## src/rtl/stopwatch_pkg.sv

```systemverilog
// Shared types and helpers for the stopwatch timing core: BCD digit and
// MM:SS.cc time word, digit limits and the preset clamp.
package stopwatch_pkg;

  typedef logic [3:0] bcd_t;

  typedef struct packed {
    bcd_t m_t;
    bcd_t m_o;
    bcd_t s_t;
    bcd_t s_o;
    bcd_t c_t;
    bcd_t c_o;
  } sw_time_t;

  localparam sw_time_t TIME_ZERO    = '0;
  localparam sw_time_t TIME_ONE_CC  = 24'h000001;
  localparam bcd_t     SEC_TENS_MAX = 4'd5;
  localparam bcd_t     ONES_MAX     = 4'd9;

  function automatic bcd_t clamp_digit(input bcd_t d, input bcd_t max_d);
    return (d > max_d) ? max_d : d;
  endfunction

  // Preset keys give MM,SS only; hundredths always start at 00.
  function automatic sw_time_t clamp_preset(input logic [15:0] preset, input bcd_t min_tens_max);
    sw_time_t t;
    t     = TIME_ZERO;
    t.m_t = clamp_digit(preset[15:12], min_tens_max);
    t.m_o = clamp_digit(preset[11:8], ONES_MAX);
    t.s_t = clamp_digit(preset[7:4], SEC_TENS_MAX);
    t.s_o = clamp_digit(preset[3:0], ONES_MAX);
    return t;
  endfunction

endpackage

```

## src/rtl/bcd_time_counter.sv

```systemverilog
// Six-digit BCD MM:SS.cc up/down counter with parallel load; load wins over
// counting, and both directions wrap at the ends of the range.
module bcd_time_counter
  import stopwatch_pkg::*;
#(
  parameter int MIN_TENS_MAX = 5
) (
  input  logic     clk,
  input  logic     rst,
  input  logic     load,
  input  sw_time_t load_value,
  input  logic     inc,
  input  logic     dec,
  output sw_time_t value,
  output logic     is_zero,
  output logic     is_max
);

  localparam sw_time_t TIME_MAX = '{m_t: bcd_t'(MIN_TENS_MAX), m_o: ONES_MAX,
                                    s_t: SEC_TENS_MAX, s_o: ONES_MAX,
                                    c_t: ONES_MAX, c_o: ONES_MAX};

  bcd_t     digits    [6];
  bcd_t     limits    [6];
  bcd_t     up_digits [6];
  bcd_t     dn_digits [6];
  sw_time_t up_value;
  sw_time_t dn_value;

  // Ripple carry/borrow from hundredths upward, each digit with its own limit.
  always_comb begin
    logic carry;
    logic borrow;
    digits = '{value.c_o, value.c_t, value.s_o, value.s_t, value.m_o, value.m_t};
    limits = '{ONES_MAX, ONES_MAX, ONES_MAX, SEC_TENS_MAX, ONES_MAX, bcd_t'(MIN_TENS_MAX)};
    carry  = 1'b1;
    borrow = 1'b1;
    for (int i = 0; i < 6; i++) begin
      up_digits[i] = digits[i];
      dn_digits[i] = digits[i];
      if (carry) begin
        if (digits[i] == limits[i]) begin
          up_digits[i] = 4'd0;
        end else begin
          up_digits[i] = digits[i] + 4'd1;
          carry        = 1'b0;
        end
      end
      if (borrow) begin
        if (digits[i] == 4'd0) begin
          dn_digits[i] = limits[i];
        end else begin
          dn_digits[i] = digits[i] - 4'd1;
          borrow       = 1'b0;
        end
      end
    end
    up_value = '{m_t: up_digits[5], m_o: up_digits[4], s_t: up_digits[3],
                 s_o: up_digits[2], c_t: up_digits[1], c_o: up_digits[0]};
    dn_value = '{m_t: dn_digits[5], m_o: dn_digits[4], s_t: dn_digits[3],
                 s_o: dn_digits[2], c_t: dn_digits[1], c_o: dn_digits[0]};
  end

  always_ff @(posedge clk) begin
    if (rst) begin
      value <= TIME_ZERO;
    end else if (load) begin
      value <= load_value;
    end else if (inc) begin
      value <= up_value;
    end else if (dec) begin
      value <= dn_value;
    end
  end

  assign is_zero = (value == TIME_ZERO);
  assign is_max  = (value == TIME_MAX);

endmodule

```

## src/rtl/stopwatch_core_gen.sv

```systemverilog
// Stopwatch / countdown timing core: BCD MM:SS.cc count driven by a 10 ms
// tick and key pulses, with lap buffer, timer auto-repeat and up-count wrap policy.
module stopwatch_core_gen
  import stopwatch_pkg::*;
#(
  parameter int LAP_DEPTH    = 4,
  parameter int MIN_TENS_MAX = 5,
  parameter bit SATURATE     = 1'b0,
  parameter int LW           = $clog2(LAP_DEPTH)
) (
  input  logic          clk,
  input  logic          rst,
  input  logic          tick,
  input  logic          cmd_start,
  input  logic          cmd_stop,
  input  logic          cmd_load,
  input  logic          cmd_mode,
  input  logic          cmd_lap,
  input  logic          cmd_clear,
  input  logic          repeat_en,
  input  logic [15:0]   preset_bcd,
  output logic [23:0]   disp_bcd,
  output logic          running,
  output logic          mode_timer,
  output logic          done,
  output logic          event_pulse,
  output logic [LW:0]   lap_count,
  output logic          viewing_lap,
  output logic [LW-1:0] view_idx
);

  localparam logic [LW:0]   LAP_FULL = (LW+1)'(LAP_DEPTH);
  localparam logic [LW:0]   CNT_ONE  = 1;
  localparam logic [LW-1:0] PTR_ONE  = 1;

  sw_time_t      count;
  sw_time_t      load_value;
  sw_time_t      preset_clamped;
  sw_time_t      preset_latched;
  sw_time_t      preset_nxt;
  logic          cnt_load;
  logic          cnt_inc;
  logic          cnt_dec;
  logic          is_zero;
  logic          is_max;
  logic          reload_ok;
  logic          running_nxt;
  logic          mode_nxt;
  logic          done_nxt;
  logic          viewing_nxt;
  logic          event_nxt;
  logic          lap_we;
  logic [LW:0]   lap_count_nxt;
  logic [LW-1:0] wr_ptr;
  logic [LW-1:0] wr_ptr_nxt;
  logic [LW-1:0] view_idx_nxt;
  logic [LW-1:0] rd_addr;
  sw_time_t      lap_mem [LAP_DEPTH];

  bcd_time_counter #(
    .MIN_TENS_MAX(MIN_TENS_MAX)
  ) counter (
    .clk       (clk),
    .rst       (rst),
    .load      (cnt_load),
    .load_value(load_value),
    .inc       (cnt_inc),
    .dec       (cnt_dec),
    .value     (count),
    .is_zero   (is_zero),
    .is_max    (is_max)
  );

  assign preset_clamped = clamp_preset(preset_bcd, bcd_t'(MIN_TENS_MAX));
  assign reload_ok      = repeat_en && (preset_latched != TIME_ZERO);
  assign rd_addr        = wr_ptr - PTR_ONE - view_idx;
  assign disp_bcd       = viewing_lap ? lap_mem[rd_addr] : count;

  // Tick handling first, then at most one command in priority order.
  always_comb begin
    running_nxt   = running;
    mode_nxt      = mode_timer;
    done_nxt      = done;
    viewing_nxt   = viewing_lap;
    event_nxt     = 1'b0;
    lap_count_nxt = lap_count;
    wr_ptr_nxt    = wr_ptr;
    view_idx_nxt  = view_idx;
    preset_nxt    = preset_latched;
    cnt_load      = 1'b0;
    cnt_inc       = 1'b0;
    cnt_dec       = 1'b0;
    load_value    = preset_latched;
    lap_we        = 1'b0;

    if (tick && running) begin
      if (!mode_timer) begin
        if (is_max) begin
          event_nxt = 1'b1;
          if (SATURATE) begin
            running_nxt = 1'b0;
          end else begin
            cnt_inc = 1'b1;
          end
        end else begin
          cnt_inc = 1'b1;
        end
      end else if (is_zero) begin
        // Only reachable after an auto-repeat expiry: reload or finally stop.
        if (reload_ok) begin
          cnt_load  = 1'b1;
          event_nxt = 1'b1;
        end else begin
          running_nxt = 1'b0;
          done_nxt    = 1'b1;
        end
      end else begin
        cnt_dec = 1'b1;
        if (count == TIME_ONE_CC) begin
          event_nxt = 1'b1;
          if (!reload_ok) begin
            running_nxt = 1'b0;
            done_nxt    = 1'b1;
          end
        end
      end
    end

    if (cmd_clear) begin
      if (!running) begin
        cnt_load      = 1'b1;
        load_value    = TIME_ZERO;
        lap_count_nxt = '0;
        wr_ptr_nxt    = '0;
        view_idx_nxt  = '0;
        viewing_nxt   = 1'b0;
        done_nxt      = 1'b0;
      end
    end else if (cmd_stop) begin
      running_nxt = 1'b0;
      viewing_nxt = 1'b0;
    end else if (cmd_start) begin
      viewing_nxt = 1'b0;
      if (!running && !done && !(mode_timer && is_zero)) begin
        running_nxt = 1'b1;
      end
    end else if (cmd_load) begin
      if (mode_timer && !running) begin
        cnt_load   = 1'b1;
        load_value = preset_clamped;
        preset_nxt = preset_clamped;
        done_nxt   = 1'b0;
      end
    end else if (cmd_mode) begin
      if (!running) begin
        mode_nxt = !mode_timer;
        done_nxt = 1'b0;
      end
    end else if (cmd_lap) begin
      if (running) begin
        lap_we     = 1'b1;
        wr_ptr_nxt = wr_ptr + PTR_ONE;
        if (lap_count != LAP_FULL) begin
          lap_count_nxt = lap_count + CNT_ONE;
        end
      end else if (lap_count != '0) begin
        if (!viewing_lap) begin
          viewing_nxt  = 1'b1;
          view_idx_nxt = '0;
        end else if (({1'b0, view_idx} + CNT_ONE) == lap_count) begin
          view_idx_nxt = '0;
        end else begin
          view_idx_nxt = view_idx + PTR_ONE;
        end
      end
    end
  end

  always_ff @(posedge clk) begin
    if (rst) begin
      running        <= 1'b0;
      mode_timer     <= 1'b0;
      done           <= 1'b0;
      viewing_lap    <= 1'b0;
      event_pulse    <= 1'b0;
      lap_count      <= '0;
      wr_ptr         <= '0;
      view_idx       <= '0;
      preset_latched <= TIME_ZERO;
    end else begin
      running        <= running_nxt;
      mode_timer     <= mode_nxt;
      done           <= done_nxt;
      viewing_lap    <= viewing_nxt;
      event_pulse    <= event_nxt;
      lap_count      <= lap_count_nxt;
      wr_ptr         <= wr_ptr_nxt;
      view_idx       <= view_idx_nxt;
      preset_latched <= preset_nxt;
    end
  end

  // Lap capture stores the count as it was before this edge's tick.
  always_ff @(posedge clk) begin
    if (rst) begin
      for (int i = 0; i < LAP_DEPTH; i++) begin
        lap_mem[i] <= TIME_ZERO;
      end
    end else if (lap_we) begin
      lap_mem[wr_ptr] <= count;
    end
  end

endmodule

```

## config.mk

```make
export PLATFORM = sky130hd
export DESIGN_NAME = stopwatch_core_gen
export DESIGN_NICKNAME = d
export VERILOG_FILES = /design/src/rtl/stopwatch_pkg.sv /design/src/rtl/bcd_time_counter.sv /design/src/rtl/stopwatch_core_gen.sv
export SDC_FILE = /design/constraint.sdc
export NUM_CORES = 1
export LEC_CHECK = 0
export ABC_AREA = 1
export ABC_CLOCK_PERIOD_IN_PS = 6400
export CORE_MARGIN = 3
export CORE_UTILIZATION = 60
export CTS_CLUSTER_SIZE = 30
export DETAILED_ROUTE_END_ITERATION = 8
export HOLD_SLACK_MARGIN = 0.12
export PLACE_DENSITY = 0.89
export SETUP_SLACK_MARGIN = 0.2
export SLEW_MARGIN = 30
export SYNTH_ARGS = -nofsm -noshare
export SYNTH_HDL_FRONTEND = slang
export SYNTH_SLANG_ARGS = --single-unit
```

## constraint.sdc

```tcl
create_clock -name clk -period 6.4 [get_ports clk]
set_input_delay 1.92 -clock clk [delete_from_list [all_inputs] [get_ports clk]]
set_output_delay 1.92 -clock clk [all_outputs]
set_load 0.02 [all_outputs]
```

==> metrics <==
Root Buffer clkbuf_16; Port Buffers 59; CP Data Required Time roughly 4500 ps; yosys warns 0; Antenna diodes 0; number of max-cap violations 0; initial core utilization 61.9%; Slew headroom between 40% and 50%; count of flip-flops with a built-in enable after synthesis 96; total clock sinks 156; # DRC 0; Slowest-stage cell, CP clkdlybuf4s50_1; RSZ-0062 raised after global routing no; dominant synthesized flop cell edfxtp_1; CTS H-tree lvls 4; worst slew pin tran 828 ps; Startpoint Class register; TNS Setup 0 ps; final setup fails 0; DR vias/cell 5.78; pin count of the biggest net entering global routing 51; Die ar. 15900 µm²; hold buffers post-CTS 0; Avg Synthesized Cell Area approximately 7.5 µm²; synthesized cell area just under 9000 µm²; Post-Synthesis Cells 1149; antenna-violating nets left 0; Crit path max-delay family buffers and inverters; GRT Total Usage between 20% and 30%; Fmax 189 MHz; CORE AREA 14000 µm²; Critical Path Sink Type output port; cell area after placement 9350 µm²; Pwr Density 262 nW/µm²; via count 7976; status finished clean; clk_lat worst skew 430 ps; hpwl dp 14600 µm; WS Path Type register to output port; Routed wire per std cell 15.8 µm; Die Wd 126 µm; critical path peak fanout 28; Unique masters post-synth 44; post-route minimum period 5300 ps; Fin. Hold Viols 0; Overflow after GRT 0; Final Total Pwr between 2 and 3 mW; first-pass GRT wire length 36000 µm; WP data arrival 3380 ps; Reg area 4080 µm²; Min Hold Slack 476 ps; Fin Clk Skew 10.1 ps; Max VDD drop 0.152 mV; syn_nets 1181; DRT Wirelength 21800 µm; layout cells sized above 1 ~7%; fin crit share 82.8%; Row Count 43; Post-layout nets 1218; final number of max-transition violations 0; area occupied by multi-input gates 3910 µm²; class of the worst hold path register to register; Critical Path, Cell by Cell inv_1 -> ha_1 -> inv_1 -> buf_4 -> nand2_1 -> nand3_1 -> o211ai_1 -> o21ai_0 -> clkdlybuf4s50_1; placer congestion estimate 0.976; post-synthesis sequential area ratio 47.2%; CTS buffer count 17; number of synthesized register bits 156; clk slew on worst S/H paths 60 ps; CTS Buffer Depth 2; LEAKAGE ~4.1 nW; post-synthesis async set-or-reset flop share 0%; Pre-Repair DR Iteration Count 6; setup bufs post-CTS 0; CP Buf/Inv Count 4; CP max stage delay approximately 660 ps; CP dominant cell by count inv_1; CTS tree built; post-cts resize count 0; Initial DRC Count 1108; vias in the first global route 7367; Fillers ~1.1k; antenna violations before repair 0; area grow syn2layout 14.2%; # IOs 60; post-route cell area 9890 µm²; Die Y 126 µm
[area by class of cell]
type | instances | area share (%)
flip-flops and latches | 156 | 41.3
multi-input cells | 819 | 39.6
repair buffers | 69 | 6.81
inverters | 123 | 4.67
clock buffers | 17 | 4.30
well taps | 180 | 2.28
clock inverters | 15 | 1.05
[metal layers]
layer | track usage [%] | vias up | part of all wire (%)
met5 | 0 | - | 0
met4 | 13.0 | 0 | 3.3
met3 | 5.26 | 61 | 8.2
met2 | 44.3 | 410 | 47
met1 | 37.1 | 3667 | 42
li1 | - | 3838 | -
[cell usage in the layout (no fill, tap or decap), types with 3 or more instances in the layout]
cell type	Yosys	routed
clkdlybuf4s50_1	0	59
nor2_4	6	6
xor2_1	6	5
ha_1	6	6
nand4_1	7	7
clkbuf_16	0	17
nand4_2	4	4
inv_2	6	6
o21ai_0	80	76
dfxtp_1	60	60
a211oi_1	5	5
nand3_2	3	3
nand3_1	77	77
o21ai_2	1	5
edfxtp_1	96	96
nand3_4	4	4
nor3_1	9	9
clkinv_1	2	9
nor4_1	4	4
xnor2_1	3	3
nand2_1	309	306
nor2_2	7	7
o211ai_1	30	30
a31oi_1	4	4
nand2_2	3	6
buf_4	2	9
a21oi_1	42	42
nor2_1	191	191
nand2_4	3	3
inv_1	115	115
[logic make-up (layout without fill, tap and decap cells)]
kind of cell             after synthesis  in the layout  synth area share (%)
AO/OA/AOI/OAI                        169            169                  11.0
flip-flops                           156            156                  47.2
XOR/XNOR                               9              9                 0.911
AND/OR/NAND/NOR                      634            634                  31.8
adder cells (fa/ha/maj)                6              6                 0.868
buffers and inverters                174            224                  8.07
multiplexers                           1              1                 0.130
[worst register-to-register path: cells and delay by family (launching register included)]
kind | cells | cell delay, ps
buf+inv | 1 | 700
flops | 1 | 500
simple gates | 6 | 1600
[where the power goes]
group / switching [mW] / leakage (nW) / total (mW) / internal [mW]
sequential: 0.0357 / 1.48 / 1.14 / 1.11
clock: 0.392 / 0.252 / 0.915 / 0.523
combinational: 0.360 / 2.37 / 0.536 / 0.176
total: 0.788 / 4.10 / 2.59 / 1.80
[registers in the layout, indices dropped and copies added, names as in the netlist]
signal	flops
event_pulse	1
viewing_lap	1
view_idx	2
lap_count	3
running	1
mode_timer	1
wr_ptr	2
lap_mem	96
done	1
preset_latched	24
counter.value	24
[metrics by stage]
step,worst slack [ps],instances,util (%)
finish,1100,1379,70.7
CTS,1130,1379,70.7
global placement,1640,1346,66.7
floorplan,1670,1149,-
detailed placement,1670,1347,66.9
global route,910,1379,70.7
[worst paths after layout]
check,start,end,slack (ps),depth (start not counted)
max,view_idx[0],disp_bcd[0],1100,9
min reg2reg,preset_latched[2],preset_latched[2],480,2
min,preset_latched[2],preset_latched[2],480,2
max reg2reg,running,counter.value[15],3500,7
[synth_stat cells, types with 6 or more instances]
master / instances / area share, %
inv_2: 6 / 0.26
edfxtp_1: 96 / 33
inv_1: 115 / 5.0
o21ai_0: 80 / 4.6
dfxtp_1: 60 / 14
a21oi_1: 42 / 2.4
clkbuf_1: 35 / 1.5
nand2_1: 309 / 13
ha_1: 6 / 0.87
xor2_1: 6 / 0.61
nor2_2: 7 / 0.51
nand3_1: 77 / 4.5
buf_1: 6 / 0.26
nor2_1: 191 / 8.3
nor3_1: 9 / 0.52
nor2_4: 6 / 0.78
nand4_1: 7 / 0.51
o211ai_1: 30 / 2.6
Note: power is estimated with default switching activity, not from simulation.
